**config.mk**
```make
export PLATFORM = sky130hd
export DESIGN_NAME = binary_to_onehot_pipe
export DESIGN_NICKNAME = d
export VERILOG_FILES = /design/src/rtl/binary_to_onehot_pipe_pkg.sv /design/src/rtl/binary_to_onehot_pipe_code2onehot.sv /design/src/rtl/binary_to_onehot_pipe.sv
export SDC_FILE = /design/constraint.sdc
export NUM_CORES = 1
export LEC_CHECK = 0
export ABC_CLOCK_PERIOD_IN_PS = 1480
export BUFFER_PORTS_ARGS = -buffer_cell sky130_fd_sc_hd__clkbuf_2
export CORE_UTILIZATION = 35
export CTS_BUF_LIST = sky130_fd_sc_hd__clkbuf_4 sky130_fd_sc_hd__clkbuf_8 sky130_fd_sc_hd__clkbuf_16
export DETAILED_ROUTE_END_ITERATION = 12
export PLACE_DENSITY_LB_ADDON = 0.25
export SLEW_MARGIN = 20
export SYNTH_ARGS = -nofsm -noshare
export SYNTH_HDL_FRONTEND = slang
export SYNTH_HIERARCHICAL = 1
export SYNTH_SLANG_ARGS = --single-unit
export TNS_END_PERCENT = 50
```
**constraint.sdc**
```tcl
create_clock -name clk -period 1.48 [get_ports clk]
set_input_delay 0.148 -clock clk [delete_from_list [all_inputs] [get_ports clk]]
set_output_delay 0.148 -clock clk [all_outputs]
set_load 0.005 [all_outputs]
```
**src/rtl/binary_to_onehot_pipe_pkg.sv**
```systemverilog
// Shared definitions for the 2-to-4 one-hot decode pipeline: occupancy states
// and the one-hot words produced for each input code.
package binary_to_onehot_pipe_pkg;

    typedef enum logic [1:0] {
        EMPTY = 2'd0,
        ONE   = 2'd1,
        FULL  = 2'd2
    } occ_state_e;

    // One-hot words in encoder order: z1 <-> 00, z2 <-> 01, z3 <-> 10, z4 <-> 11
    localparam logic [3:0] OH_Z1 = 4'b0001;
    localparam logic [3:0] OH_Z2 = 4'b0010;
    localparam logic [3:0] OH_Z3 = 4'b0100;
    localparam logic [3:0] OH_Z4 = 4'b1000;

    localparam int FIFO_DEPTH = 2;

    function automatic logic [3:0] code_to_onehot(input logic [1:0] code);
        logic [3:0] word;
        word = OH_Z1;
        case (code)
            2'b00:   word = OH_Z1;
            2'b01:   word = OH_Z2;
            2'b10:   word = OH_Z3;
            2'b11:   word = OH_Z4;
            default: word = OH_Z1;
        endcase
        return word;
    endfunction

endpackage

```
**src/rtl/binary_to_onehot_pipe_code2onehot.sv**
```systemverilog
// Purely combinational 2-to-4 decode; bit1 of the code is A (MSB), bit0 is B.
module code2onehot
    import binary_to_onehot_pipe_pkg::*;
(
    input  logic [1:0] code_i,
    output logic [3:0] onehot_o
);

    always_comb begin
        onehot_o = code_to_onehot(code_i);
    end

endmodule

```
**src/rtl/binary_to_onehot_pipe.sv**
```systemverilog
// Valid/ready 2-to-4 decoder with a 2-entry in-order FIFO of decoded words.
// Handshake outputs are registered from the occupancy state only.
module binary_to_onehot_pipe
    import binary_to_onehot_pipe_pkg::*;
#(
    parameter int CNT_W = 16
) (
    input  logic             clk,
    input  logic             rst,
    input  logic             in_valid,
    output logic             in_ready,
    input  logic [1:0]       in_code,
    output logic             out_valid,
    input  logic             out_ready,
    output logic [3:0]       out_onehot,
    output logic [CNT_W-1:0] dec_count,
    output logic             busy
);

    occ_state_e       state_q, state_d;
    logic             in_ready_q;
    logic             out_valid_q;
    logic             wr_ptr_q;
    logic             rd_ptr_q;
    logic [CNT_W-1:0] dec_count_q;
    logic [3:0]       mem_q [FIFO_DEPTH];
    logic [3:0]       dec_word;
    logic             push;
    logic             pop;

    // Reset blocks any handshake so nothing is written, read or counted.
    assign push = in_valid & in_ready_q & ~rst;
    assign pop  = out_valid_q & out_ready & ~rst;

    code2onehot u_dec (
        .code_i   (in_code),
        .onehot_o (dec_word)
    );

    always_comb begin
        state_d = state_q;
        case (state_q)
            EMPTY: if (push) state_d = ONE;
            ONE: begin
                if (push && !pop)      state_d = FULL;
                else if (!push && pop) state_d = EMPTY;
            end
            FULL:    if (pop) state_d = ONE;
            default: state_d = EMPTY;
        endcase
    end

    always_ff @(posedge clk) begin
        if (rst) begin
            state_q     <= EMPTY;
            in_ready_q  <= 1'b1;
            out_valid_q <= 1'b0;
            wr_ptr_q    <= 1'b0;
            rd_ptr_q    <= 1'b0;
            dec_count_q <= '0;
        end else begin
            state_q     <= state_d;
            in_ready_q  <= (state_d != FULL);
            out_valid_q <= (state_d != EMPTY);
            if (push) begin
                wr_ptr_q    <= ~wr_ptr_q;
                dec_count_q <= dec_count_q + CNT_W'(1);
            end
            if (pop) begin
                rd_ptr_q <= ~rd_ptr_q;
            end
        end
    end

    // Storage carries no reset; out_valid masks stale contents.
    always_ff @(posedge clk) begin
        if (push) begin
            mem_q[wr_ptr_q] <= dec_word;
        end
    end

    assign in_ready   = in_ready_q;
    assign out_valid  = out_valid_q;
    assign busy       = out_valid_q;
    assign dec_count  = dec_count_q;
    assign out_onehot = out_valid_q ? mem_q[rd_ptr_q] : 4'b0000;

endmodule

```
==> run_summary.xml <==
<?xml version="1.0" encoding="UTF-8"?>
<metrics>
  <group name="clocking">
    <metric name="clock_tree.htree_level_count" unit="">2</metric>
    <metric name="cts_hold_repair.buffers" unit="">0</metric>
    <metric name="tritoncts_num_sinks" unit="">31</metric>
    <metric name="cts-buffers-inserted" unit="">5</metric>
    <metric name="insertion_delay" unit="ns">0.27</metric>
    <metric name="cts_tree" unit="">done</metric>
    <metric name="clock_tree.root_cell" unit="">clkbuf_8</metric>
    <metric name="max-clock-path-buffers" unit="">2</metric>
    <metric name="clk_slew_on_worst_s_h_paths" unit="ns">0.06</metric>
  </group>
  <group name="final_layout">
    <metric name="signed_area_change_from_the_synthesized_netlist_to_the_final_layout" unit="%">30.61</metric>
    <metric name="layout_commonest_cell" unit="">clkbuf_2</metric>
    <metric name="sequential_cell_area" unit="sq um">716.9</metric>
    <metric name="mostFrequentLayoutCells" unit="">clkbuf_2 (28), nor2_1 (19), buf_4 (17), dfxtp_1 (14), nand2_1 (10)</metric>
    <metric name="multi_input_comb_area" unit="sq um">603.1</metric>
    <metric name="final_layout_size_suffix_gt1_frac" unit="">0.3911</metric>
    <metric name="final_net_count" unit="">185</metric>
    <metric name="filler_cell_count" unit="">372</metric>
    <metric name="finalInstanceArea" unit="sq um">1740</metric>
    <metric name="insertedDiodeCount" unit="">0</metric>
  </group>
  <group name="floorplan">
    <metric name="core" unit="sq um">3661</metric>
    <metric name="placementRows" unit="">22</metric>
    <metric name="floorplan.initialDensity" unit="">0.3640</metric>
    <metric name="chipHeight" unit="um">63.70</metric>
    <metric name="design.portCount" unit="">29</metric>
    <metric name="dieArea" unit="sq um">4058</metric>
    <metric name="die_width" unit="um">63.70</metric>
  </group>
  <group name="setup_path">
    <metric name="worst_setup_path_start_kind" unit="">flop</metric>
    <metric name="rrSetupSlack" unit="ns">0.07</metric>
    <metric name="required" unit="ns">1.69</metric>
    <metric name="worst-path-max-fanout" unit="">7</metric>
    <metric name="criticalPathCategory" unit="">reg2reg</metric>
    <metric name="cp_data_arrival_time" unit="ns">1.62</metric>
    <metric name="cp-end-kind" unit="">flop</metric>
  </group>
  <group name="routing">
    <metric name="wire_per_inst" unit="um">11.90</metric>
    <metric name="detailedRoute.firstPassIterationCount" unit="">4</metric>
    <metric name="vias" unit="">1077</metric>
    <metric name="drt-initial-drc-count" unit="">16</metric>
    <metric name="post_drt_antenna_nets" unit="">0</metric>
    <metric name="detail_route.drc_violations" unit="">0</metric>
    <metric name="totalWireLength" unit="mm">2.701</metric>
    <metric name="viasPerCell" unit="">4.744</metric>
  </group>
  <group name="power_and_ir_drop">
    <metric name="vdd_ir_drop_max" unit="mV">0.4950</metric>
    <metric name="pwr_density_cell" unit="nW/um^2">1019</metric>
    <metric name="leakagePower" unit="nW">0.7148</metric>
  </group>
  <group name="sta">
    <metric name="worst_pin_slew" unit="ns">0.3420</metric>
    <metric name="maxClockFrequency" unit="GHz">0.7099</metric>
    <metric name="finalWorstSetupSlack" unit="ns">0.07141</metric>
    <metric name="final_hold_viol_count" unit="">0</metric>
    <metric name="timing.max_slew.rel_slack" unit="">0.7711</metric>
    <metric name="finalSetupViolations" unit="">0</metric>
    <metric name="final.setup_skew" unit="ns">0.004456</metric>
    <metric name="tns" unit="ns">0</metric>
    <metric name="period_needed" unit="ns">1.409</metric>
    <metric name="number_of_max_slew_violations_in_the_final_report" unit="">0</metric>
    <metric name="setup_repair_after_global_routing_missed_its_margin" unit="">no</metric>
    <metric name="finalCritPeriodShare" unit="">0.9517</metric>
  </group>
  <group name="global_routing">
    <metric name="grt_pass1_vias" unit="">1042</metric>
    <metric name="grt_antenna_before_repair" unit="">0</metric>
    <metric name="grtUsageTotal" unit="">0.1488</metric>
    <metric name="pin_count_of_the_biggest_net_entering_global_routing" unit="">24</metric>
    <metric name="wire_length_of_the_first_global_routing_pass" unit="mm">4.643</metric>
    <metric name="grt-ovfl-total" unit="">0</metric>
  </group>
  <group name="synthesis">
    <metric name="dominantRegCellSynth" unit="">dfxtp_1</metric>
    <metric name="synth_sequential_area_ratio" unit="">0.5258</metric>
    <metric name="synth.ff_latch_count" unit="">31</metric>
    <metric name="postSynth.asyncResetShare" unit="">0</metric>
    <metric name="synth_edf_count" unit="">8</metric>
    <metric name="avgSynthCellArea" unit="sq um">10.09</metric>
    <metric name="synth.net_count" unit="">139</metric>
    <metric name="synth_area_leaders" unit="">dfxtp_1 (35%), edfxtp_1 (18%), xor2_1 (5.9%)</metric>
    <metric name="synth_area" unit="sq um">1333</metric>
    <metric name="synthDominantAreaCellType" unit="">dfxtp_1</metric>
    <metric name="synthDistinctLibCells" unit="">37</metric>
    <metric name="yosysTopAreaCellShare" unit="">0.3455</metric>
    <metric name="synth-warning-count" unit="">6</metric>
    <metric name="synthesis.instances" unit="">132</metric>
  </group>
  <group name="placement">
    <metric name="place.detailed.hpwl" unit="mm">1.944</metric>
    <metric name="gp_congestion" unit="">0.7385</metric>
    <metric name="worst_setup_slack_before_clock_tree_synthesis" unit="ns">0.04030</metric>
    <metric name="io_buffers" unit="">28</metric>
    <metric name="dpl_cell_area" unit="sq um">1624</metric>
  </group>
  <group name="run_status">
    <metric name="status" unit="">finished, final reports clean</metric>
  </group>
  <group name="flow_run">
    <metric name="cap_violations" unit="">0</metric>
  </group>
  <group name="worst_hold_path">
    <metric name="hold_class" unit="">in2reg</metric>
  </group>
</metrics>
==> report_power, final <==
part / internal, mW / switching (mW) / leakage [nW]
Combinational: 0.0874 / 0.0878 / 0.400
Clock: 0.366 / 0.290 / 0.0491
Sequential: 0.912 / 0.0312 / 0.266
==> cells by family (layout without fill, tap and decap cells) <==
kind of cell    Yosys count  in the layout  share of synthesized area
simple gates             60             60                     0.2460
flops                    31             31                     0.5258
compound gates           16             16                    0.07513
xor+xnor                 13             13                    0.08545
buf+inv                   7             54                    0.02816
mux                       4              4                    0.03005
fa+ha+maj                 1              1                   0.009388
==> final timing paths <==
| check | from | to | depth (start not counted) |
|---|---|---|---|
| setup / recovery | in_ready | dec_count[15] | 4 |
| hold / removal | out_ready | state_q[1] | 2 |
| setup reg to reg | in_ready | dec_count[15] | 4 |
| hold reg to reg | dec_count[1] | dec_count[1] | 2 |
==> sequential cells by signal (all words and copies together) (netlist names), named ones only <==
name / count
mem_q: 8
wr_ptr_q: 1
state_q: 2
busy: 1
rd_ptr_q: 1
dec_count: 16
in_ready: 1
==> stage by stage <==
step             util  hold WS [ns]  power, mW  instances
2_1_floorplan       -        0.2267      1.072        132
3_3_place_gp   0.4436        0.3952      1.133        217
3_5_place_dp   0.4436        0.4023      1.139        217
4_1_cts        0.4679        0.1039      1.802        225
5_1_grt        0.4754        0.1174      1.868        227
6_report       0.4754        0.1132      1.774        227
==> synth_stat cells (2+ instances only) <==
cell type	count
nand3_1	4
nor2b_1	5
and4_1	2
o21ai_0	4
or3_1	3
mux2i_1	4
clkbuf_1	4
nor3_1	2
xor2_1	9
dfxtp_1	23
edfxtp_1	8
nand2_1	10
nor2_1	19
nand4_1	4
a21oi_1	6
xnor2_1	4
==> worst max-delay path, cell delays in order (launching register included) <==
cell	delay, ns
dfxtp_4	0.39
nand3b_4	0.08
or2_4	0.25
or4_1	0.50
a21oi_1	0.13
==> area by class of cell <==
type,instances,area share
Sequential cell,31,0.4119
Clock buffer,7,0.04817
Tap cell,48,0.03451
Multi-Input combinational cell,94,0.3465
Inverter,1,0.002157
Timing Repair Buffer,45,0.1538
Clock inverter,1,0.002876
==> metal layers <==
metal | vias up | global-route usage | wire length [um]
li1 | 553 | - | -
met1 | 497 | 0.1793 | 1243
met2 | 22 | 0.2447 | 1319
met3 | 5 | 0.03442 | 103
met4 | 0 | 0.07670 | 35
met5 | - | 0 | 0
==> repair_timing <==
action | CTS | global route
resized for setup | 0 | 7
setup buffers | 0 | 2
endpoints found under the setup margin | 0 | 5
(Power assumes the default switching activity.)
